==> config.mk <==
export PLATFORM = sky130hd
export DESIGN_NAME = instr_prefetch
export DESIGN_NICKNAME = d
export VERILOG_FILES = /design/src/rtl/ifetch_pkg.sv /design/src/rtl/ifetch_fifo.sv /design/src/rtl/instr_prefetch.sv
export SDC_FILE = /design/constraint.sdc
export NUM_CORES = 1
export LEC_CHECK = 0
export BUFFER_PORTS_ARGS = -buffer_cell sky130_fd_sc_hd__buf_4
export CAP_MARGIN = 0
export CORE_MARGIN = 2
export CORE_UTILIZATION = 35
export CTS_BUF_LIST = sky130_fd_sc_hd__clkbuf_4 sky130_fd_sc_hd__clkbuf_8
export DETAILED_ROUTE_END_ITERATION = 10
export SLEW_MARGIN = 20
export SYNTH_ARGS = -nofsm -noshare
export SYNTH_HDL_FRONTEND = slang
export SYNTH_SLANG_ARGS = --single-unit
export TNS_END_PERCENT = 100
==> constraint.sdc <==
create_clock -name i_clk -period 11.9 [get_ports i_clk]
set_input_delay 0.595 -clock i_clk [delete_from_list [all_inputs] [get_ports i_clk]]
set_output_delay 0.595 -clock i_clk [all_outputs]
set_load 0.01 [all_outputs]
==> src/rtl/ifetch_pkg.sv <==
// Shared types and constants for the instruction prefetch stage.
// The misaligned-redirect fault path is enabled by defining PREFETCH_MISALIGN_EN.
package ifetch_pkg;

  localparam logic [31:0] INSTR_BYTES = 32'd4;
  localparam logic [31:0] NOP_INSTR   = 32'h0000_0013;

  typedef struct packed {
    logic [31:0] pc;
    logic [31:0] instr;
    logic        fault;
  } fetchEntry_t;

  function automatic logic [31:0] alignPc(input logic [31:0] addr);
    return addr & 32'hFFFF_FFFC;
  endfunction

  function automatic logic [31:0] nextPc(input logic [31:0] addr);
    return addr + INSTR_BYTES;
  endfunction

endpackage

==> src/rtl/ifetch_fifo.sv <==
// DEPTH-entry synchronous FIFO of fetch entries with flush; flush with a
// simultaneous push leaves exactly the pushed entry in the FIFO.
module ifetch_fifo
  import ifetch_pkg::*;
#(
  parameter int DEPTH = 2
) (
  input  logic                     clk,
  input  logic                     arstN,
  input  logic                     push,
  input  fetchEntry_t              pushEntry,
  input  logic                     pop,
  input  logic                     flush,
  output fetchEntry_t              headEntry,
  output logic [$clog2(DEPTH):0]   count
);

  localparam int PW = $clog2(DEPTH);
  localparam int CW = PW + 1;

  fetchEntry_t   mem [DEPTH];
  logic [PW-1:0] rdPtr;
  logic [PW-1:0] wrPtr;
  logic [PW-1:0] wrIdx;

  assign wrIdx     = flush ? '0 : wrPtr;
  assign headEntry = mem[rdPtr];

  always_ff @(posedge clk or negedge arstN) begin
    if (!arstN) begin
      rdPtr <= '0;
      wrPtr <= '0;
      count <= '0;
    end else if (flush) begin
      rdPtr <= '0;
      wrPtr <= push ? PW'(1) : '0;
      count <= push ? CW'(1) : '0;
    end else begin
      rdPtr <= rdPtr + PW'(pop);
      wrPtr <= wrPtr + PW'(push);
      count <= count + CW'(push) - CW'(pop);
    end
  end

  // Storage carries no reset; the top masks outputs while the FIFO is empty.
  always_ff @(posedge clk) begin
    if (push) mem[wrIdx] <= pushEntry;
  end

endmodule

==> src/rtl/instr_prefetch.sv <==
// Sequential instruction prefetcher: credit-limited req/gnt fetch, in-order
// responses buffered with PCs, redirect flush. Optional macro PREFETCH_MISALIGN_EN.
module instr_prefetch
  import ifetch_pkg::*;
#(
  parameter int          DEPTH    = 2,
  parameter logic [31:0] RESET_PC = 32'h0000_0000
) (
  input  logic        i_clk,
  input  logic        i_arst_n,
  output logic        o_memReq,
  output logic [31:0] o_memAddr,
  input  logic        i_memGnt,
  input  logic        i_memRvalid,
  input  logic [31:0] i_memRdata,
  output logic        o_valid,
  output logic [31:0] o_instr,
  output logic [31:0] o_pc,
  input  logic        i_ready,
  input  logic        i_redirect,
  input  logic [31:0] i_redirectPc,
  output logic        o_fault
);

  localparam int          CW      = $clog2(DEPTH) + 1;
  localparam logic [CW:0] DEPTH_W = (CW + 1)'(DEPTH);

  logic [31:0]   fetchPc;
  logic [31:0]   respPc;
  logic [31:0]   redirAligned;
  logic [CW-1:0] outstanding;
  logic [CW-1:0] discard;
  logic [CW-1:0] fifoCount;
  logic [CW:0]   creditSum;
  logic          fetchEn;
  logic          reqFire;
  logic          rspAccept;
  logic          push;
  logic          pop;
  logic          misalign;
  logic          halted;
  fetchEntry_t   pushEntry;
  fetchEntry_t   headEntry;

`ifdef PREFETCH_MISALIGN_EN
  assign misalign = i_redirectPc[1:0] != 2'b00;

  always_ff @(posedge i_clk or negedge i_arst_n) begin
    if (!i_arst_n)       halted <= 1'b0;
    else if (i_redirect) halted <= misalign;
  end
`else
  assign misalign = 1'b0;
  assign halted   = 1'b0;
`endif

  assign redirAligned = alignPc(i_redirectPc);

  // Outstanding requests plus buffered entries never exceed DEPTH, so every
  // response always has a FIFO slot waiting for it.
  assign creditSum = {1'b0, outstanding} + {1'b0, fifoCount};
  assign o_memReq  = fetchEn & ~i_redirect & ~halted & (creditSum < DEPTH_W);
  assign o_memAddr = fetchPc;
  assign reqFire   = o_memReq & i_memGnt;

  assign rspAccept = i_memRvalid & ~i_redirect & (discard == '0);
  assign pop       = o_valid & i_ready & ~i_redirect;
  assign push      = i_redirect ? misalign : rspAccept;

  always_comb begin
    pushEntry = '0;
    if (i_redirect) begin
      pushEntry.pc    = i_redirectPc;
      pushEntry.instr = 32'h0;
      pushEntry.fault = 1'b1;
    end else begin
      pushEntry.pc    = respPc;
      pushEntry.instr = i_memRdata;
      pushEntry.fault = 1'b0;
    end
  end

  always_ff @(posedge i_clk or negedge i_arst_n) begin
    if (!i_arst_n) begin
      fetchEn     <= 1'b0;
      fetchPc     <= RESET_PC;
      respPc      <= RESET_PC;
      outstanding <= '0;
      discard     <= '0;
    end else begin
      fetchEn     <= 1'b1;
      outstanding <= outstanding + CW'(reqFire) - CW'(i_memRvalid);
      if (i_redirect) begin
        fetchPc <= redirAligned;
        respPc  <= redirAligned;
        // Everything still in flight belongs to the abandoned path.
        discard <= outstanding - CW'(i_memRvalid);
      end else begin
        if (reqFire)   fetchPc <= nextPc(fetchPc);
        if (rspAccept) respPc  <= nextPc(respPc);
        if (i_memRvalid && discard != '0) discard <= discard - CW'(1);
      end
    end
  end

  ifetch_fifo #(
    .DEPTH(DEPTH)
  ) uFifo (
    .clk      (i_clk),
    .arstN    (i_arst_n),
    .push     (push),
    .pushEntry(pushEntry),
    .pop      (pop),
    .flush    (i_redirect),
    .headEntry(headEntry),
    .count    (fifoCount)
  );

  assign o_valid = fifoCount != '0;
  assign o_instr = o_valid ? headEntry.instr : 32'h0;
  assign o_pc    = o_valid ? headEntry.pc    : 32'h0;
  assign o_fault = o_valid & headEntry.fault;

  rspNeedsRequest: assert property (@(posedge i_clk) disable iff (!i_arst_n)
    i_memRvalid |-> outstanding != '0);

endmodule
==> flow_metrics.py <==
metrics = {
    "outcome": {
        "outcome": "complete, no violations",
    },
    "finish": {
        "stdcell_count": 1310,
        "num-nets-final": 1035,
        "area_growth_pct": 20.3,
        "utilization_pct": 42.6,
        "drive_gt1_share_pct": 24.8,
        "antennaDiodeCount": 0,
    },
    "yosys": {
        "syn-cell-area_um2": 9480,
        "syn_avg_cell_area_um2": 11.8,
        "async_reset_ff_share_pct": 34.7,
        "synth-edff-count": 130,
        "ys_types": 59,
        "ys_top_cells_by_area": "edfxtp_1, dfrtp_1, mux2i_1",
        "ys.flop_type": "edfxtp_1",
        "seq_area_frac_synth_pct": 59.4,
        "yosys.cell_count.top_type": "edfxtp_1",
        "yosysTopAreaCellShare_pct": 41.2,
        "yosysTopAreaCell": "edfxtp_1",
        "synth.yosys.warnings": 0,
        "ys_top_cells_by_count": "edfxtp_1, nor2_1, dfrtp_1",
        "postSynthCellCount": 804,
        "synth-seq-cells": 199,
    },
    "global_routing": {
        "grt_overflow": 0,
        "track_usage_pct": 16.1,
        "grt_pass1_wl_um": 35500,
        "grt_pass1_vias": 6497,
        "grt_max_degree": 78,
        "antenna_found_initial": 0,
    },
    "power": {
        "share_comb_of_total_power_pct": 26.8,
        "p_sw_w": 0.000597,
        "pwr-share-clk_pct": 23.2,
        "pwr-share-seq_pct": 50.0,
        "pwr_density_cell_nw_per_um2": 156,
        "p_int_w": 0.00119,
        "p_sw_share_pct": 33.5,
        "vdd_ir_drop_max_v": 0.0000582,
        "total_power_w": 0.00178,
        "p_leak_nw": 4.33,
    },
    "clocking": {
        "clk_pin_slew_ns": 0.11,
        "numCtsBuffers": 17,
        "cts_hold_buf": 0,
        "cts_tree": "done",
        "clock_latency_ns": 0.48,
        "post_cts_resized": 0,
        "clockRootBuffer": "clkbuf_8",
        "cts_buffer_depth": 2,
        "h-tree-depth": 4,
        "cts_setup_buffers": 0,
        "cts.sink_count": 199,
    },
    "routing": {
        "wl_um": 22900,
        "drc_errors": 0,
        "viasPerCell": 5.09,
        "initialDrtViolationCount": 441,
        "dr.pass1.iters": 5,
        "postRouteAntennaNets": 0,
        "wire_per_inst_um": 17.5,
        "dr_total_vias": 6666,
    },
    "sta": {
        "finalHoldViolCount": 0,
        "maxSlewViolCount": 0,
        "skew_ns": 0.0190,
        "rsz0062_at_grt": "false",
        "min_period_ns": 3.20,
        "slew_headroom_pct": 37.8,
        "holdWs_ns": 0.216,
        "tns_ns": 0,
        "worstMarginPinSlew_ns": 0.933,
        "finalSetupViolations": 0,
        "finalCritPeriodShare_pct": 26.9,
        "fmax_ghz": 0.313,
    },
    "job": {
        "drv_cap": 0,
    },
    "setup_path": {
        "crit_type": "in2reg",
        "cp-start-kind": "input port",
        "r2r_setup_slack_ns": 9.13,
        "cp.required_ns": 12.23,
        "rr_worst_depth": 11,
        "crit_arrival_ns": 3.53,
        "crit_path_end_kind": "flip-flop",
        "r2r_end": "outstanding[1]",
        "worstPathMaxFanout": 77,
        "r2r-start": "uFifo.count[0]",
    },
    "floorplanning": {
        "fp.dieH_um": 169,
        "die_area_um2": 28400,
        "num_rows": 60,
        "io_pins": 169,
        "die_width_um": 169,
        "core_area_um2": 26800,
        "start_util_pct": 35.4,
    },
    "place": {
        "port_buffers": 166,
        "gp_congestion": 0.852,
        "place_hpwl_um": 15700,
        "place_inst": 1278,
    },
    "min_path": {
        "hold_class": "in2async",
    },
}
[how the worst max path moves through the flow]
stage               startpoint  cells past startpoint               to
CTS                 i_redirect                      6       respPc[17]
detailed placement  i_redirect                      6       respPc[26]
global placement    i_redirect                      7       respPc[31]
global route        i_redirect                      7       respPc[31]
finish              i_redirect                      7       respPc[31]
floorplan           i_redirect                      5  uFifo.mem[0][0]
[per-layer routing]
layer | vias up | routed length [µm] | track usage, %
li1 | 3221 | - | -
met1 | 3221 | 11200 | 23.4
met2 | 209 | 10300 | 24.9
met3 | 15 | 1140 | 3.23
met4 | 0 | 188 | 4.09
met5 | - | 0 | 0
[metrics by stage]
step	instance area, µm²	setup WS (ns)
final	11400	8.70
after floorplan	9480	5.61
after CTS	11400	8.64
after global routing	11400	8.43
after global placement	11000	8.21
after detailed placement	11000	8.11
[power by group through the flow]
stage	logic, W	registers, W	clock network (W)
floorplan	0.000299	0.000891	0
global placement	0.000475	0.000905	0
detailed placement	0.000485	0.000905	0
CTS	0.000486	0.000891	0.000427
global route	0.000528	0.000902	0.000458
finish	0.000478	0.000892	0.000413
[cells in the final DEF, fill, tap and decap left out, types with 6 or more instances in the layout]
| master | netlist | routed |
|---|---|---|
| o21ai_1 | 6 | 6 |
| nor3b_1 | 7 | 7 |
| inv_1 | 39 | 39 |
| and3_1 | 6 | 6 |
| ha_1 | 8 | 8 |
| nor2_1 | 87 | 86 |
| clkbuf_8 | 1 | 17 |
| xor2_1 | 10 | 10 |
| edfxtp_1 | 130 | 130 |
| nor3_1 | 17 | 16 |
| nor2b_1 | 33 | 33 |
| o21ai_0 | 46 | 46 |
| nand2_1 | 56 | 56 |
| a211o_1 | 10 | 10 |
| a21oi_1 | 13 | 13 |
| mux2i_1 | 67 | 67 |
| mux2_2 | 10 | 10 |
| nand4_1 | 28 | 28 |
| dfrtp_1 | 69 | 68 |
| o211ai_1 | 9 | 9 |
| xnor2_1 | 18 | 18 |
| nand3_1 | 29 | 29 |
| buf_4 | 2 | 172 |
[critical path, cell delays in order]
cell	delay, ns
buf_4	0.41
buf_4	0.71
clkinv_1	0.95
nand2_1	0.56
nand2b_1	0.09
mux2i_1	0.14
a21oi_1	0.06
[kinds of logic after synthesis]
family                   Yosys count  synth area share, %
AO/OA/AOI/OAI                    109                 7.39
XOR/XNOR                          28                 2.59
adder cells (fa/ha/maj)            9                 1.27
buffers and inverters             80                 3.67
flip-flops                       199                 59.4
multiplexers                      79                 8.50
other                              2               0.0792
AND/OR/NAND/NOR                  298                 17.1
[area by class of cell]
class / instances / area, µm²
inverters: 40 / 150
repair buffers: 172 / 1290
flip-flops and latches: 199 / 5630
clock buffers: 18 / 241
clock inverters: 14 / 134
fillers: 2589 / 15400
multi-input cells: 526 / 3530
well taps: 341 / 427
[registers in the layout, summed over array words and instances (netlist names)]
register,flops
uFifo.wrPtr,1
uFifo.mem,130
fetchEn,1
outstanding,2
discard,2
uFifo.count,2
respPc,30
uFifo.rdPtr,1
o_memAddr,30
Power figures use the tool's default switching activity.
